===== src/rtl/pc_sequencer.sv =====
// pc_sequencer: next-PC unit owning the fetch PC register.
// Selects sequential, branch, jump and jump-register targets; a valid/ready
// handshake gates PC advance and redirects seen during a stall are held.
// Optional feature macro: PC_RAS_EN (return-address stack of RAS_DEPTH entries).
module pc_sequencer #(
    parameter int unsigned       ADDR_W    = 32,
    parameter logic [ADDR_W-1:0] RESET_PC  = '0,
    parameter int unsigned       RAS_DEPTH = 4
) (
    input  logic              clk,
    input  logic              rst_n,
    input  logic              fetch_ready,
    output logic [ADDR_W-1:0] pc,
    output logic              pc_valid,
    input  logic              branch_taken,
    input  logic [15:0]       branch_off,
    input  logic              jump,
    input  logic [25:0]       jump_idx,
    input  logic              jr,
    input  logic [ADDR_W-1:0] jr_target,
    input  logic              link,
    input  logic              ret,
    output logic              misaligned,
    output logic              ras_empty
);

    localparam int unsigned EXT_W = ADDR_W - 16;

    typedef enum logic [1:0] {
        BOOT = 2'd0,
        RUN  = 2'd1,
        HOLD = 2'd2
    } state_t;

    state_t            state_q, state_d;
    logic [ADDR_W-1:0] pc_d;
    logic [ADDR_W-1:0] pend_q, pend_d;
    logic              pc_valid_d;
    logic              active;
    logic              redir;
    logic [ADDR_W-1:0] pc4;
    logic [ADDR_W-1:0] br_tgt;
    logic [ADDR_W-1:0] jmp_tgt;
    logic [ADDR_W-1:0] jr_tgt;
    logic [ADDR_W-1:0] jr_eff_tgt;
    logic [ADDR_W-1:0] tgt;
    logic              ras_pop;
    logic              misaligned_d;

    // Candidate targets, all relative to the current (frozen-while-stalled) pc
    always_comb begin
        pc4     = pc + ADDR_W'(4);
        br_tgt  = pc4 + ({{EXT_W{branch_off[15]}}, branch_off} << 2);
        jmp_tgt = {pc4[ADDR_W-1:28], jump_idx, 2'b00};
        jr_tgt  = {jr_target[ADDR_W-1:2], 2'b00};
    end

    assign active = (state_q != BOOT);
    assign redir  = jr | jump | branch_taken;

`ifdef PC_RAS_EN
    localparam int unsigned PTR_W = (RAS_DEPTH > 1) ? $clog2(RAS_DEPTH) : 1;
    localparam int unsigned CNT_W = $clog2(RAS_DEPTH + 1);

    logic [ADDR_W-1:0] ras_mem [RAS_DEPTH];
    logic [PTR_W-1:0]  ras_wp, ras_wp_d;
    logic [CNT_W-1:0]  ras_cnt, ras_cnt_d;
    logic [PTR_W-1:0]  ras_top;
    logic              ras_push;

    assign ras_top    = (ras_wp == '0) ? PTR_W'(RAS_DEPTH - 1) : ras_wp - PTR_W'(1);
    assign ras_push   = active & link & (jr | jump);
    assign ras_pop    = active & jr & ret & (ras_cnt != '0);
    assign jr_eff_tgt = ras_pop ? ras_mem[ras_top] : jr_tgt;

    // Stack pointer/count update; push+pop replaces the top in place
    always_comb begin
        ras_wp_d  = ras_wp;
        ras_cnt_d = ras_cnt;
        if (ras_push && !ras_pop) begin
            ras_wp_d = (ras_wp == PTR_W'(RAS_DEPTH - 1)) ? '0 : ras_wp + PTR_W'(1);
            if (ras_cnt != CNT_W'(RAS_DEPTH)) begin
                ras_cnt_d = ras_cnt + CNT_W'(1);
            end
        end else if (ras_pop && !ras_push) begin
            ras_wp_d  = ras_top;
            ras_cnt_d = ras_cnt - CNT_W'(1);
        end
    end

    // Return-address storage; oldest entry is overwritten when full
    always_ff @(posedge clk) begin
        if (ras_push) begin
            ras_mem[(ras_push && ras_pop) ? ras_top : ras_wp] <= pc4;
        end
    end

    // Stack pointer, count and registered empty flag
    always_ff @(posedge clk or negedge rst_n) begin
        if (!rst_n) begin
            ras_wp    <= '0;
            ras_cnt   <= '0;
            ras_empty <= 1'b1;
        end else begin
            ras_wp    <= ras_wp_d;
            ras_cnt   <= ras_cnt_d;
            ras_empty <= (ras_cnt_d == '0);
        end
    end
`else
    logic unused_ras;

    assign ras_pop    = 1'b0;
    assign jr_eff_tgt = jr_tgt;
    assign ras_empty  = 1'b1;
    assign unused_ras = &{1'b0, link, ret, RAS_DEPTH != 0};
`endif

    // Priority select: jr > jump > branch
    always_comb begin
        if (jr) begin
            tgt = jr_eff_tgt;
        end else if (jump) begin
            tgt = jmp_tgt;
        end else begin
            tgt = br_tgt;
        end
    end

    // Next-state, next-pc and pending-redirect logic
    always_comb begin
        state_d      = state_q;
        pc_d         = pc;
        pend_d       = pend_q;
        misaligned_d = active & jr & ~ras_pop & (|jr_target[1:0]);
        case (state_q)
            BOOT: begin
                state_d = RUN;
            end
            RUN: begin
                if (fetch_ready) begin
                    pc_d = redir ? tgt : pc4;
                end else if (redir) begin
                    pend_d  = tgt;
                    state_d = HOLD;
                end
            end
            HOLD: begin
                if (redir) begin
                    pend_d = tgt;
                end
                if (fetch_ready) begin
                    pc_d    = redir ? tgt : pend_q;
                    state_d = RUN;
                end
            end
            default: begin
                state_d = BOOT;
            end
        endcase
        pc_valid_d = (state_d != BOOT);
    end

    // State, pc and registered outputs
    always_ff @(posedge clk or negedge rst_n) begin
        if (!rst_n) begin
            state_q    <= BOOT;
            pc         <= RESET_PC;
            pend_q     <= '0;
            pc_valid   <= 1'b0;
            misaligned <= 1'b0;
        end else begin
            state_q    <= state_d;
            pc         <= pc_d;
            pend_q     <= pend_d;
            pc_valid   <= pc_valid_d;
            misaligned <= misaligned_d;
        end
    end

endmodule


===== config.mk =====
export PLATFORM = sky130hd
export DESIGN_NAME = pc_sequencer
export DESIGN_NICKNAME = d
export VERILOG_FILES = /design/src/rtl/pc_sequencer.sv
export SDC_FILE = /design/constraint.sdc
export NUM_CORES = 1
export LEC_CHECK = 0
export ABC_AREA = 1
export BUFFER_PORTS_ARGS = -buffer_cell sky130_fd_sc_hd__buf_2
export CELL_PAD_IN_SITES_DETAIL_PLACEMENT = 0
export CELL_PAD_IN_SITES_GLOBAL_PLACEMENT = 2
export CORE_UTILIZATION = 34
export CTS_BUF_LIST = sky130_fd_sc_hd__clkbuf_8
export DETAILED_ROUTE_END_ITERATION = 6
export HOLD_SLACK_MARGIN = 0.15
export PLACE_DENSITY_LB_ADDON = 0.1
export SKIP_CTS_REPAIR_TIMING = 1
export SLEW_MARGIN = 30
export SYNTH_ARGS = -nofsm -noshare
export SYNTH_HDL_FRONTEND = slang
export SYNTH_SLANG_ARGS = --single-unit

===== constraint.sdc =====
create_clock -name clk -period 6.1 [get_ports clk]
set_input_delay 1.83 -clock clk [delete_from_list [all_inputs] [get_ports clk]]
set_output_delay 1.83 -clock clk [all_outputs]
set_load 0.05 [all_outputs]

Word level (Yosys, flattened, before mapping):

Cells that the tools add are included.

* word-level logic and storage cells: 36
* output and inout bits: 35
* register bits: 68

* bitwise operators: 4
* eq/ne operators: 5
* $add $sub $neg: 2
* reduce and logical (&&, ||, !) cells: 7
* mux-type cells: 13

Operators by type and width (number)
* $mux W32: 7
* $pmux W32 S2: 2
* $add A32 B3 Y32 const B: 1
* $add A32 B32 Y32: 1
* $mux W2: 3
* $ne A2 B2 Y1 const B: 3
* $pmux W2 S3: 1
* $reduce_bool A2 Y1: 3
* $reduce_and A3 Y1: 1
* $and A1 B1 Y1: 2
* $eq A2 B1 Y1 const B: 1
* $eq A2 B2 Y1 const B: 1
* $logic_not A2 Y1: 1
* $or A1 B1 Y1: 2
* $reduce_and A2 Y1: 1
* $reduce_or A2 Y1: 1

Depth between registers and ports, before layout:

Gate-level depths: netlist (run 1).

* word-level depth: 7
* depth in mapped cells: 24

Least setup slack after synthesis (run 1):

No wires, ideal clock.

* path type: input to register
* start: input branch_off[0]
* end: register pend_q[16]
* library setup time: 0.141 ns
* data arrival time: 3.411 ns
* stages: 13
* buffers on the path: 0
* setup slack: 2.548 ns
* cell sequence: ha_1 > fa_1 > nand3_1 > nand2_1 > inv_1 > nor2_1 > nor2_1 > o21ai_1 > or2_2 > nand3_1 > nand2_1 > nand2_1 > o22ai_1

* cells in the longest elaborated chain, start to end: 6

RTL lines
* from (decl): RTL line 16 `input logic [15:0] branch_off,`
* $add A32 B32 Y32 *: RTL line 53 `br_tgt = pc4 + ({{EXT_W{branch_off[15]}}, branch_off} << 2);`
* $mux W32 *: RTL line 123 `end else if (jump) begin`
* $mux W32 *: RTL line 121 `if (jr) begin`
* $mux W32 *: RTL line 143, 149
* $mux W32: RTL line 141 `if (fetch_ready) begin`
* $pmux W32 S2 *: RTL line 136 `case (state_q)`
* to (signal assigned): RTL line 175 `pend_q <= pend_d;`
* to (decl): RTL line 37 `logic [ADDR_W-1:0] pend_q, pend_d;`

Every way passes the cells marked *; elsewhere a longest branch is shown, timed or not. The select of a mux whose other input is x is not followed.
A chain may end at the register's enable or synchronous reset.

Worst setup path after layout (run 1):

* start: input jump
* end: register pc[0]

* cells in the longest elaborated chain, start to end: 5
* elaborated cells between the ends (all ways): 9
* classes of those cells: mux (7); bitwise (2)

RTL lines
* from (decl): RTL line 17 `input logic jump,`
* $mux W32 / $or A1 B1 Y1 (equally long branches): RTL line 123, 59
* $mux W32 / $or A1 B1 Y1 (equally long branches): RTL line 121, 59
* $mux W32 (on tied branches)
* $mux W32 (on tied branches): RTL line 152, 141
* $pmux W32 S2 *: RTL line 136
* to (signal assigned): RTL line 174 `pc <= pc_d;`
* to (decl): RTL line 13 `output logic [ADDR_W-1:0] pc,`

Marked as above.

==> results.txt, run 1 <==
run status: completed
startpoint type of the worst setup path: input port
YS warnings: 0
Routed WL: 24700 µm
Post-synth ARST share: 100%
Max Slew Vio Count: 0
Ant. Diodes: 0
largest net degree at the start of global routing: 55
main combinational cell family by area after synthesis: simple AND/OR/NAND/NOR gates
clock slew at reported path FFs: 80 ps
Final Skew: 7.99 ps
Setup-failing EPs final: 0
DRC: 0
Die ar.: 19700 µm²
hold slack: 495 ps
Yosys top cell by area: dfrtp_1
routability cong.: 0.864
CP required: 6350 ps
GRT Util Overall: 25.6%
Avg Inst Size Synth: 6.68 µm²
Top Ports: 117
Final period util: 67.6%
HP Class: register to register
WL per Instance: 18.8 µm
final non-filler cell area: 7440 µm²
worst skew pair latency: 360 ps
HPWL Detailed: 19300 µm
adder-cell share of the synthesized area: 8.40%
core area: 18700 µm²
RSZ-0062 raised after global routing: false
Final Hold Fails: 0
Fmax: 243 MHz
Cell Area, Placed: 7240 µm²
fill count: 2118
crit path max fanout: 28
global-route wire length before repair: 37700 µm
post-synthesis register bit count: 68
effective utilization at floorplan: 34.7%
endpoint class of the critical path: register
Cell Area, Synth: 6500 µm²
Detail Route Antenna Nets: 0
die width: 140 µm
initial antenna violation count: 0
setup tns final: 0 ps
clock root cell: clkbuf_8
Row Count: 50
die span in y: 140 µm
Synth area leaders: dfrtp_1, nand2_1, ha_1
Synth Flop Type: dfrtp_1
DRT Pass-1 Iters: 5
Clock Sinks: 68
Tmin final: 4120 ps
# port buffers: 113
Synth Area in Simple Gates: 34.9%
Least-Margin Pin Slew: 923 ps
area fraction of the dominant cell type after synthesis: 26.2%
max cap viols: 0
PwrDens: 554 nW/µm²
CTS Buf Count: 9
most frequent cells in the layout: nand2_1, nor2_1, buf_2
Peak VDD IR: 0.356 mV
Post-synth EDFFs: 0
vias in the first global route: 6464
type of the worst setup path: input port to register
relative max-transition margin: 38.1%
Mapped Nets: 1098
mux share of post-synthesis cell area: 0.347%
share of cells above drive strength 1: 18.6%
clock buffer depth: 2
most common cell after layout, fill and taps aside: nand2_1
CTS tree: built
Compound-Gate Fraction of Synth Area: 18.2%
critical path arrival: 4370 ps
1st-iter DRT viols: 493
Seq/Total Area, Yosys: 26.2%
Leak: 3.69 nW
XOR/XNOR share of the synthesized area: 2.97%
CTS HTree Levels: 3
Mapped Cells: 973
count of cell types in the netlist: 57
layout overhead on the synthesized area: 14.6%
GRT Residual Overflow: 0
Final nets: 1199
Vias: 6885
vias per cell: 5.24
[cell type report]
cell class                      count  area, µm²  share of cell area, %
Multi-Input combinational cell    761       4210                   56.6
Sequential cell                    68       1700                   22.9
Timing Repair Buffer              115        581                   7.80
Inverter                          119        453                   6.08
Tap cell                          234        293                   3.93
Clock buffer                       11        151                   2.03
Clock inverter                      5       51.3                  0.689
[worst max-delay path, stage by stage]
cell and delay (ps):
buf_2 190, nor2_8 350, inv_4 180, nor2_8 380
inv_4 230, nor2_8 450, inv_2 180, o211ai_1 190
mux2_1 350
[per-stage QoR]
step | cells | total power, W | setup slack, ps | utilization, %
finish | 1313 | 0.00413 | 1980 | 39.8
global route | 1313 | 0.00450 | 1830 | 39.8
CTS | 1313 | 0.00413 | 1950 | 39.8
detailed placement | 1297 | 0.00372 | 1570 | 38.7
global placement | 1297 | 0.00371 | 1570 | 38.7
floorplan | 973 | 0.00292 | 2550 | -
[sequential cells by signal, indices dropped and copies added, names as in the netlist]
name        cells
pc_valid        1
pc             32
pend_q         32
state_q         2
misaligned      1
[routing by layer]
layer	wire, µm	share of wire, %	vias to the layer above	GRT usage [%]
met2	10700	43	167	39.3
met4	489	2.0	0	7.46
li1	-	-	3446	-
met1	12500	51	3245	38.2
met5	0	0	-	0
met3	1000	4.1	27	1.88
[power by group]
part           total, W  leakage [nW]  switching [W]  internal (W)
clock          0.000394         0.107       0.000186      0.000208
combinational   0.00282          2.78        0.00199      0.000833
sequential     0.000909         0.795       0.000245      0.000664
[cell usage after synthesis, drive strengths merged, types with 10 or more instances]
cell and count:
xor2 14, nand2 261, inv 118, a21oi 62, dfrtp 68, clkbuf 10, ha 42, nand3 65
o22ai 11, o21ai 50, nand4 16, buf 15, o211ai 14, nor2 135, nor3 17, o221a 13
[cells by family after synthesis]
family,after synthesis
AND/OR/NAND/NOR,508
AO/OA/AOI/OAI,185
buffers and inverters,144
flip-flops,68
adder cells (fa/ha/maj),43
XOR/XNOR,22
multiplexers,2
other,1
[path summary, 6_finish.rpt]
kind,slack (ps),start,depth (start not counted),to
worst max-delay path,1980,jump,9,pc[0]
worst min-delay path,500,pend_q[7],2,pend_q[7]
worst max register to register,2220,pc[2],15,pc[15]
worst min register to register,500,pend_q[7],2,pend_q[7]
max in group asynchronous,3570,rst_n,2,pend_q[3]
min in group asynchronous,1540,rst_n,1,pend_q[30]
Power figures use the tool's default switching activity.
==> run 2, diff against run 1 <==
--- a/config.mk
+++ b/config.mk
@@ -9,7 +9,7 @@
 export BUFFER_PORTS_ARGS = -buffer_cell sky130_fd_sc_hd__buf_2
 export CELL_PAD_IN_SITES_DETAIL_PLACEMENT = 0
 export CELL_PAD_IN_SITES_GLOBAL_PLACEMENT = 2
-export CORE_UTILIZATION = 34
+export CORE_UTILIZATION = 29
 export CTS_BUF_LIST = sky130_fd_sc_hd__clkbuf_8
 export DETAILED_ROUTE_END_ITERATION = 6
 export HOLD_SLACK_MARGIN = 0.15
==> constraint.sdc (replaced) <==
create_clock -name clk -period 3.7 [get_ports clk]
set_input_delay 1.11 -clock clk [delete_from_list [all_inputs] [get_ports clk]]
set_output_delay 1.11 -clock clk [all_outputs]
set_load 0.05 [all_outputs]
==> run 2 against run 1 <==
Clock skew increased by 3.4 ps. Sequential share of layout area decreased by 1.4 points. Non-clock buffer count increased by 42. Cell count increased by 6.7%. Wire length increased by 5.1%. Design area increased by 6.7%. Register-to-register slack got worse by 2000 ps. Setup slack got worse by 1700 ps. Total power increased by 76%. Combinational power increased by 77%. Critical endpoint is now pc[31].
==> results.txt, run 2 (synthesis gave the netlist of run 1 again) <==
vias per cell: 4.89
Pwr Total: 0.00726 W
Final period util: 92.9%
Final Skew: 11.4 ps
Clock Sinks: 68
Die ar.: 23000 µm²
DRC: 0
GRT Util Overall: 23.5%
1st-iter DRT viols: 425
CTS Buf Count: 9
hold slack: 492 ps
Ant. Diodes: 0
CTS HTree Levels: 3
Tmin final: 3440 ps
Hold Crit Depth: 2
effective utilization at floorplan: 29.7%
PwrDens: 913 nW/µm²
Fmax: 291 MHz
worst r2r path cells: 21
CP required: 3980 ps
crit path max fanout: 6
Routed WL: 26000 µm
Setup-failing EPs final: 0
Row Count: 54
worst skew pair latency: 360 ps
Detail Route Antenna Nets: 0
die width: 152 µm
clock root cell: clkbuf_8
multi-input logic area: 4280 µm²
Regs by FF count: pc (32), pend_q (32), state_q (2)
WL per Instance: 18.5 µm
Leak: 3.93 nW
Max Slew Vio Count: 0
layout overhead on the synthesized area: 22.3%
initial antenna violation count: 0
critical path arrival: 3720 ps
type of the worst setup path: register to register
register area: 1700 µm²
HP Class: register to register
placed cells: 1382
core area: 21900 µm²
routability cong.: 0.835
CTS tree: built
most common cell after layout, fill and taps aside: nand2_1
Peak VDD IR: 0.854 mV
GRT Residual Overflow: 0
# port buffers: 113
HPWL Detailed: 20900 µm
Least-Margin Pin Slew: 785 ps
most frequent cells in the layout: nand2_1, nor2_1, buf_2
fill count: 2463
global-route wire length before repair: 39300 µm
run status: completed
DRT Pass-1 Iters: 5
Final Hold Fails: 0
die span in y: 152 µm
largest net degree at the start of global routing: 69
RSZ-0062 raised after global routing: true
Vias: 6855
clock slew at reported path FFs: 80 ps
share of cells above drive strength 1: 22.8%
relative max-transition margin: 47.6%
max cap viols: 0
clock buffer depth: 2
startpoint type of the worst setup path: register
vias in the first global route: 6598
Final nets: 1241
Top Ports: 117
endpoint class of the critical path: register
fin cells: 1401
[run 2: changes by cell type in the layout (fill, tap and decap cells not counted), sizes merged]
cell    change
clkinv      -2
bufinv      +2
clkbuf      -1
inv         +1
buf        +42
[run 2: final cells by class]
| type | instances | area share, % |
|---|---|---|
| multi-input combinational | 761 | 53.8 |
| clock inverter | 6 | 1.40 |
| tap | 280 | 4.41 |
| timing repair buffer | 157 | 11.5 |
| inverter | 119 | 5.68 |
| sequential | 68 | 21.4 |
| clock buffer | 10 | 1.73 |
[run 2: final timing paths]
check / endpoint / startpoint / slack (ps)
min reg2reg: pend_q[17] / pend_q[17] / 490
max: pc[31] / pc[3] / 260
max reg2reg: pc[31] / pc[3] / 260
min: pend_q[17] / pend_q[17] / 490
min in group asynchronous: pend_q[7] / rst_n / 760
max in group asynchronous: pend_q[24] / rst_n / 2480
[run 2: stage by stage]
stage	instance area, µm²	TNS [ps]	utilization (%)	setup slack (ps)
4_1_cts	7860	0	35.9	69.6
3_5_place_dp	7610	0	34.7	88.4
2_1_floorplan	6500	0	-	530
3_3_place_gp	7610	0	34.7	81.2
5_1_grt	7950	-17.2	36.3	-17.2
6_report	7950	0	36.3	263
[run 2: power breakdown]
part	switching, W	internal (W)	total (W)
Sequential	0.000384	0.00110	0.00148
Combinational	0.00340	0.00160	0.00500
Clock	0.000308	0.000466	0.000774
[run 2: metal layers]
layer,global-route usage [%],vias up,part of all wire (%),wire length (µm)
met3,2.40,10,3.9,1020
li1,-,3538,-,-
met5,0,-,0,0
met1,35.4,3149,51,13300
met2,36.5,158,44,11400
met4,3.12,0,0.69,180
[run 2: critical path, cell delays in order, from the launching register on]
cell and delay [ps]:
dfrtp_2 430, ha_1 210, nand3_2 120, nor3_4 280
buf_4 170, nand4_4 100, nor2_4 200, nand3_1 120
and2_4 200, ha_1 330, nand2_1 90, nor2_1 150
nand2_1 100, nor2_1 170, nand2_1 70, nand2_1 130
nand2_1 70, nand3_1 80, nand2_1 50, nand2_1 80
nand2_1 70, a21oi_2 120
